--- config.mk ---
export PLATFORM = sky130hd
export DESIGN_NAME = regfile_wb_arbiter
export DESIGN_NICKNAME = d
export VERILOG_FILES = /design/src/rtl/regfile_wb_arbiter.sv
export SDC_FILE = /design/constraint.sdc
export NUM_CORES = 1
export LEC_CHECK = 0
export CAP_MARGIN = 20
export CORE_MARGIN = 10
export CORE_UTILIZATION = 34
export CTS_BUF_LIST = sky130_fd_sc_hd__clkbuf_4 sky130_fd_sc_hd__clkbuf_8
export CTS_CLUSTER_DIAMETER = 30
export DETAILED_ROUTE_END_ITERATION = 10
export SLEW_MARGIN = 40
export SYNTH_ARGS = -nofsm -noshare
export SYNTH_HDL_FRONTEND = slang
export SYNTH_SLANG_ARGS = --single-unit
--- constraint.sdc ---
create_clock -name clk -period 1.95 [get_ports clk]
set_clock_uncertainty 0.05 [all_clocks]
set_input_delay 0.39 -clock clk [delete_from_list [all_inputs] [get_ports clk]]
set_output_delay 0.39 -clock clk [all_outputs]
set_load 0.02 [all_outputs]
--- src/rtl/regfile_wb_arbiter.sv ---
// regfile_wb_arbiter: round-robin write-back arbiter, registered regfile write port and RAW scoreboard.
// Optional WB_BYPASS_EN adds same-cycle forwarding of the committing write to the decode read ports.
module regfile_wb_arbiter #(
  parameter int NREQ = 2,
  parameter int XLEN = 32,
  parameter int AW   = 5
) (
  input  logic                 clk,
  input  logic                 rst,
  input  logic [NREQ-1:0]      req_valid,
  output logic [NREQ-1:0]      req_ready,
  input  logic [NREQ*AW-1:0]   req_addr,
  input  logic [NREQ*XLEN-1:0] req_data,
  input  logic                 alloc_valid,
  input  logic [AW-1:0]        alloc_addr,
  input  logic [AW-1:0]        rd_addr1,
  input  logic [AW-1:0]        rd_addr2,
  output logic                 rd_busy1,
  output logic                 rd_busy2,
`ifdef WB_BYPASS_EN
  output logic                 byp_hit1,
  output logic                 byp_hit2,
  output logic [XLEN-1:0]      byp_data1,
  output logic [XLEN-1:0]      byp_data2,
`endif
  input  logic                 flush,
  output logic                 regwrite,
  output logic [AW-1:0]        writereg,
  output logic [XLEN-1:0]      writedata
);
  localparam int PW = (NREQ > 1) ? $clog2(NREQ) : 1;
  localparam int NR = 1 << AW;
  logic [PW-1:0]   rr_ptr_q, rr_ptr_d, gidx;
  logic [NR-1:0]   pending_q, pending_d;
  logic            regwrite_q;
  logic [AW-1:0]   writereg_q, g_addr;
  logic [XLEN-1:0] writedata_q, g_data;
  logic            found, xfer;
  always_comb begin
    gidx  = '0;
    found = 1'b0;
    for (int k = 0; k < NREQ; k++) begin
      if (!found && req_valid[(int'(rr_ptr_q) + k) % NREQ]) begin
        found = 1'b1;
        gidx  = PW'((int'(rr_ptr_q) + k) % NREQ);
      end
    end
  end
  // reset level gates the grant so nothing is handshaken while rst is held low
  assign xfer      = found && rst && !flush;
  assign req_ready = xfer ? (NREQ'(1) << gidx) : '0;
  assign g_addr    = req_addr[int'(gidx)*AW +: AW];
  assign g_data    = req_data[int'(gidx)*XLEN +: XLEN];
  assign rr_ptr_d  = xfer ? ((int'(gidx) == NREQ-1) ? '0 : gidx + 1'b1) : rr_ptr_q;
  always_comb begin
    pending_d = pending_q;
    if (regwrite_q) pending_d[writereg_q] = 1'b0;
    if (alloc_valid && alloc_addr != '0) pending_d[alloc_addr] = 1'b1;
    if (flush) pending_d = '0;
    pending_d[0] = 1'b0;
  end
  always_ff @(posedge clk or negedge rst) begin
    if (!rst) begin
      rr_ptr_q    <= '0;
      pending_q   <= '0;
      regwrite_q  <= 1'b0;
      writereg_q  <= '0;
      writedata_q <= '0;
    end else begin
      rr_ptr_q   <= rr_ptr_d;
      pending_q  <= pending_d;
      regwrite_q <= xfer && g_addr != '0;
      if (xfer) begin
        writereg_q  <= g_addr;
        writedata_q <= g_data;
      end
    end
  end
  assign regwrite  = regwrite_q;
  assign writereg  = writereg_q;
  assign writedata = writedata_q;
`ifdef WB_BYPASS_EN
  assign byp_hit1  = regwrite_q && rd_addr1 == writereg_q && rd_addr1 != '0;
  assign byp_hit2  = regwrite_q && rd_addr2 == writereg_q && rd_addr2 != '0;
  assign byp_data1 = byp_hit1 ? writedata_q : '0;
  assign byp_data2 = byp_hit2 ? writedata_q : '0;
  assign rd_busy1  = pending_q[rd_addr1] && !byp_hit1;
  assign rd_busy2  = pending_q[rd_addr2] && !byp_hit2;
`else
  assign rd_busy1  = pending_q[rd_addr1];
  assign rd_busy2  = pending_q[rd_addr2];
`endif
endmodule

==> flow_metrics.env <==
export IMPL_outcome="complete, but fails checks"
export IMPL_violations="setup timing"
export IMPL_insertion_delay_ns=0.34
export IMPL_drv_cap=0
export IMPL_finalMaxSlewViolations=0
export IMPL_cp_cell_sequence="mux4_2 > nand2b_4 > o2111ai_2 > nand4_1 > buf_6"
export IMPL_register_area_um2=1750
export IMPL_yosys_area_top_type="dfrtp_1"
export IMPL_root_buffer="clkbuf_8"
export IMPL_powerDensity_nw_per_um2=736
export IMPL_startpoint_type="flip-flop"
export IMPL_drive_gt1_share_pct=13.0
export IMPL_place_congestion=0.876
export IMPL_setup_viol=2
export IMPL_final_min_clock_period_ns=2.20
export IMPL_die_h_um=126
export IMPL_cts_made_buffers=9
export IMPL_grt_pass1_wl_mm=19.9
export IMPL_ys_warn_count=0
export IMPL_timing_worst_setup_path_type="flip-flop to output pin"
export IMPL_drt_initial_drc_count=214
export IMPL_ys_types=28
export IMPL_fin_area_um2=5810
export IMPL_synth_top_cell_area_share_pct=46.3
export IMPL_min_delay_path_class="primary input to async pin"
export IMPL_critPathSlowestCell="mux4_2"
export IMPL_fin_ws_ns=-0.252
export IMPL_ys_seq_area_share_pct=46.3
export IMPL_die_x_um=126
export IMPL_dp_hpwl_mm=10.1
export IMPL_cp_end_kind="output pin"
export IMPL_ioPinCount=137
export IMPL_synth_compound_area_share_pct=16.6
export IMPL_cts_tree="yes"
export IMPL_synth_mux_area_fraction_pct=18.1
export IMPL_nFillCells=989
export IMPL_holdBufCountCts=0
export IMPL_synth_area_um2=3780
export IMPL_required_ns=1.51
export IMPL_min_period_over_period_pct=113
export IMPL_ir_drop_v=0.000346
export IMPL_synth_ff_type="dfrtp_1"
export IMPL_clk_pin_slew_ns=0.08
export IMPL_die_area_um2=15800
export IMPL_initial_core_util_pct=34.8
export IMPL_tns_ns=-0.495
export IMPL_synthAdderAreaFrac_pct=0
export IMPL_synth_top_family_by_area="multiplexers"
export IMPL_syn_avg_cell_area_um2=9.30
export IMPL_htree_levels=3
export IMPL_gr_usage_all_layers_pct=15.5
export IMPL_vias=3587
export IMPL_wl_mm=12.7
export IMPL_core_um2=10900
export IMPL_synthCells=407
export IMPL_rsz0062_at_grt="yes"
export IMPL_drc=0
export IMPL_viasPerCell=5.07
export IMPL_first_pass_iters=4
export IMPL_numPortBuffers=136
export IMPL_area_growth_pct=53.6
export IMPL_grt_pass1_vias=3730
export IMPL_dp_slack_ns=-0.977
export IMPL_yosys_area_share_simple_pct=15.5
export IMPL_cts_buffer_depth=2
export IMPL_drtAntennaViolNets=0
export IMPL_synthArstFlopShare_pct=100
export IMPL_hold_ws_ns=0.130
export IMPL_dp_cells=686
export IMPL_dpl_instance_area_um2=5480
export IMPL_rows=38
export IMPL_yosys_top_cells_area="dfrtp_1 46%, mux2i_1 15%, o21ai_0 9.0%, nand2_1 7.3%, a21oi_1 5.0%"
export IMPL_slew_headroom_pct=57.9
export IMPL_grt_max_degree=71
export IMPL_n_antenna_cell=0
export IMPL_crit_arrival_ns=1.76
export IMPL_path_max_fanout=3
export IMPL_leakagePower_nw=2.56
export IMPL_instances_no_fill=708
export IMPL_syn_num_nets=502
export IMPL_nets=658
export IMPL_multiInputGateArea_um2=1970
export IMPL_tightest_slew_ns=0.631
export IMPL_wl_per_cell_um=17.9
export IMPL_hold_viol_final=0
export IMPL_synth_edf_count=0
export IMPL_max_clock_freq_mhz=454
export IMPL_antenna_found_initial=0
export IMPL_grt_overflow=0
export IMPL_critical_path_max_stage_delay_ns=0.47
export IMPL_cts_sinks=70
export IMPL_synth_xor_area_share_pct=0
export IMPL_ys_seq_elements=70
## worst paths after layout
check	slack [ns]	cells past startpoint	from	end
setup reg to reg	0.34	4	writereg[4]$_DFFE_PN0P_	pending_q[11]$_DFF_PN0_
hold reg to reg	0.43	2	writedata[3]$_DFFE_PN0P_	writedata[3]$_DFFE_PN0P_
min in group clk	0.43	2	writedata[3]$_DFFE_PN0P_	writedata[3]$_DFFE_PN0P_
hold / removal	0.13	2	rst	pending_q[25]$_DFF_PN0_
max in group asynchronous	1.30	2	rst	writedata[14]$_DFFE_PN0P_
setup / recovery	-0.25	5	pending_q[23]$_DFF_PN0_	rd_busy1
## layer usage
layer  up-vias  GRT usage (%)  part of all wire (%)
li1       1765              -                     -
met1      1666           17.3                    40
met2       145           24.4                    46
met3        11           8.91                    12
met4         0           5.22                   1.3
met5         -              0                     0
## logic make-up (layout without fill, tap and decap cells)
| group | after synthesis | after routing |
|---|---|---|
| flip-flops | 70 | 70 |
| AND/OR/NAND/NOR | 126 | 126 |
| multiplexers | 61 | 61 |
| AO/OA/AOI/OAI | 119 | 119 |
| buffers and inverters | 31 | 192 |
## metrics by stage
step | utilization, % | total power [mW]
after global placement | 50.3 | 2.94
after floorplan | - | 2.24
after global routing | 53.4 | 4.51
final | 53.4 | 4.28
after detailed placement | 50.3 | 2.96
after CTS | 53.0 | 4.33
## critical path, delay by kind of cell, from the launching register on
kind,cells,cell delay (ns)
buf+inv,1,0.16
compound gates,1,0.08
simple gates,2,0.31
flops,1,0.41
mux,1,0.47
## final cells by class
type | count | area share (%)
Sequential cell | 70 | 30.1
Clock inverter | 5 | 1.40
Multi-Input combinational cell | 306 | 33.9
Clock buffer | 11 | 2.60
Tap cell | 140 | 3.01
Inverter | 5 | 0.323
Timing Repair Buffer | 171 | 28.7
## report_power, final
group / internal (mW) / leakage [nW] / switching [mW]
Combinational: 0.632 / 1.53 / 0.612
Sequential: 1.60 / 0.915 / 0.0953
Clock: 0.790 / 0.116 / 0.552
Total: 3.02 / 2.56 / 1.26
## layout by cell type (no fill, tap or decap), types with 5 or more instances in the layout
cell             count
mux2i_1             54
dfrtp_1             70
o21ai_0             68
nor2_1               9
nand2_1             74
clkbuf_8            11
a21oi_1             38
clkdlybuf4s50_1    123
inv_1                5
mux4_2               6
nand3b_1             5
buf_4               33
nand3_1             10
## cell usage after synthesis (2+ instances only)
master	number
and3b_1	3
nand3b_1	5
buf_2	12
and3_1	2
nor2b_1	5
nor3_1	3
or3b_2	2
mux2i_1	55
dfrtp_1	70
a21oi_1	38
o211ai_1	3
a22oi_1	4
nand2b_1	4
clkbuf_1	14
a211oi_1	2
o21ai_0	68
nor2_1	10
nand2_1	74
o2111ai_1	2
nor3b_1	4
nand4_1	2
mux4_2	6
inv_1	5
nand3_1	10
## sequential cells by signal (all words and copies together) (netlist names)
signal	flops
writedata	32
writereg	5
pending_q	31
rr_ptr_q	1
regwrite	1
## timing repair
item	in CTS	in global routing
hold endpoints to repair	0	0
buffers inserted	4	2
gates resized for setup	24	7
setup endpoints to repair	4	5
pin swaps	6	3
Power figures use the tool's default switching activity.
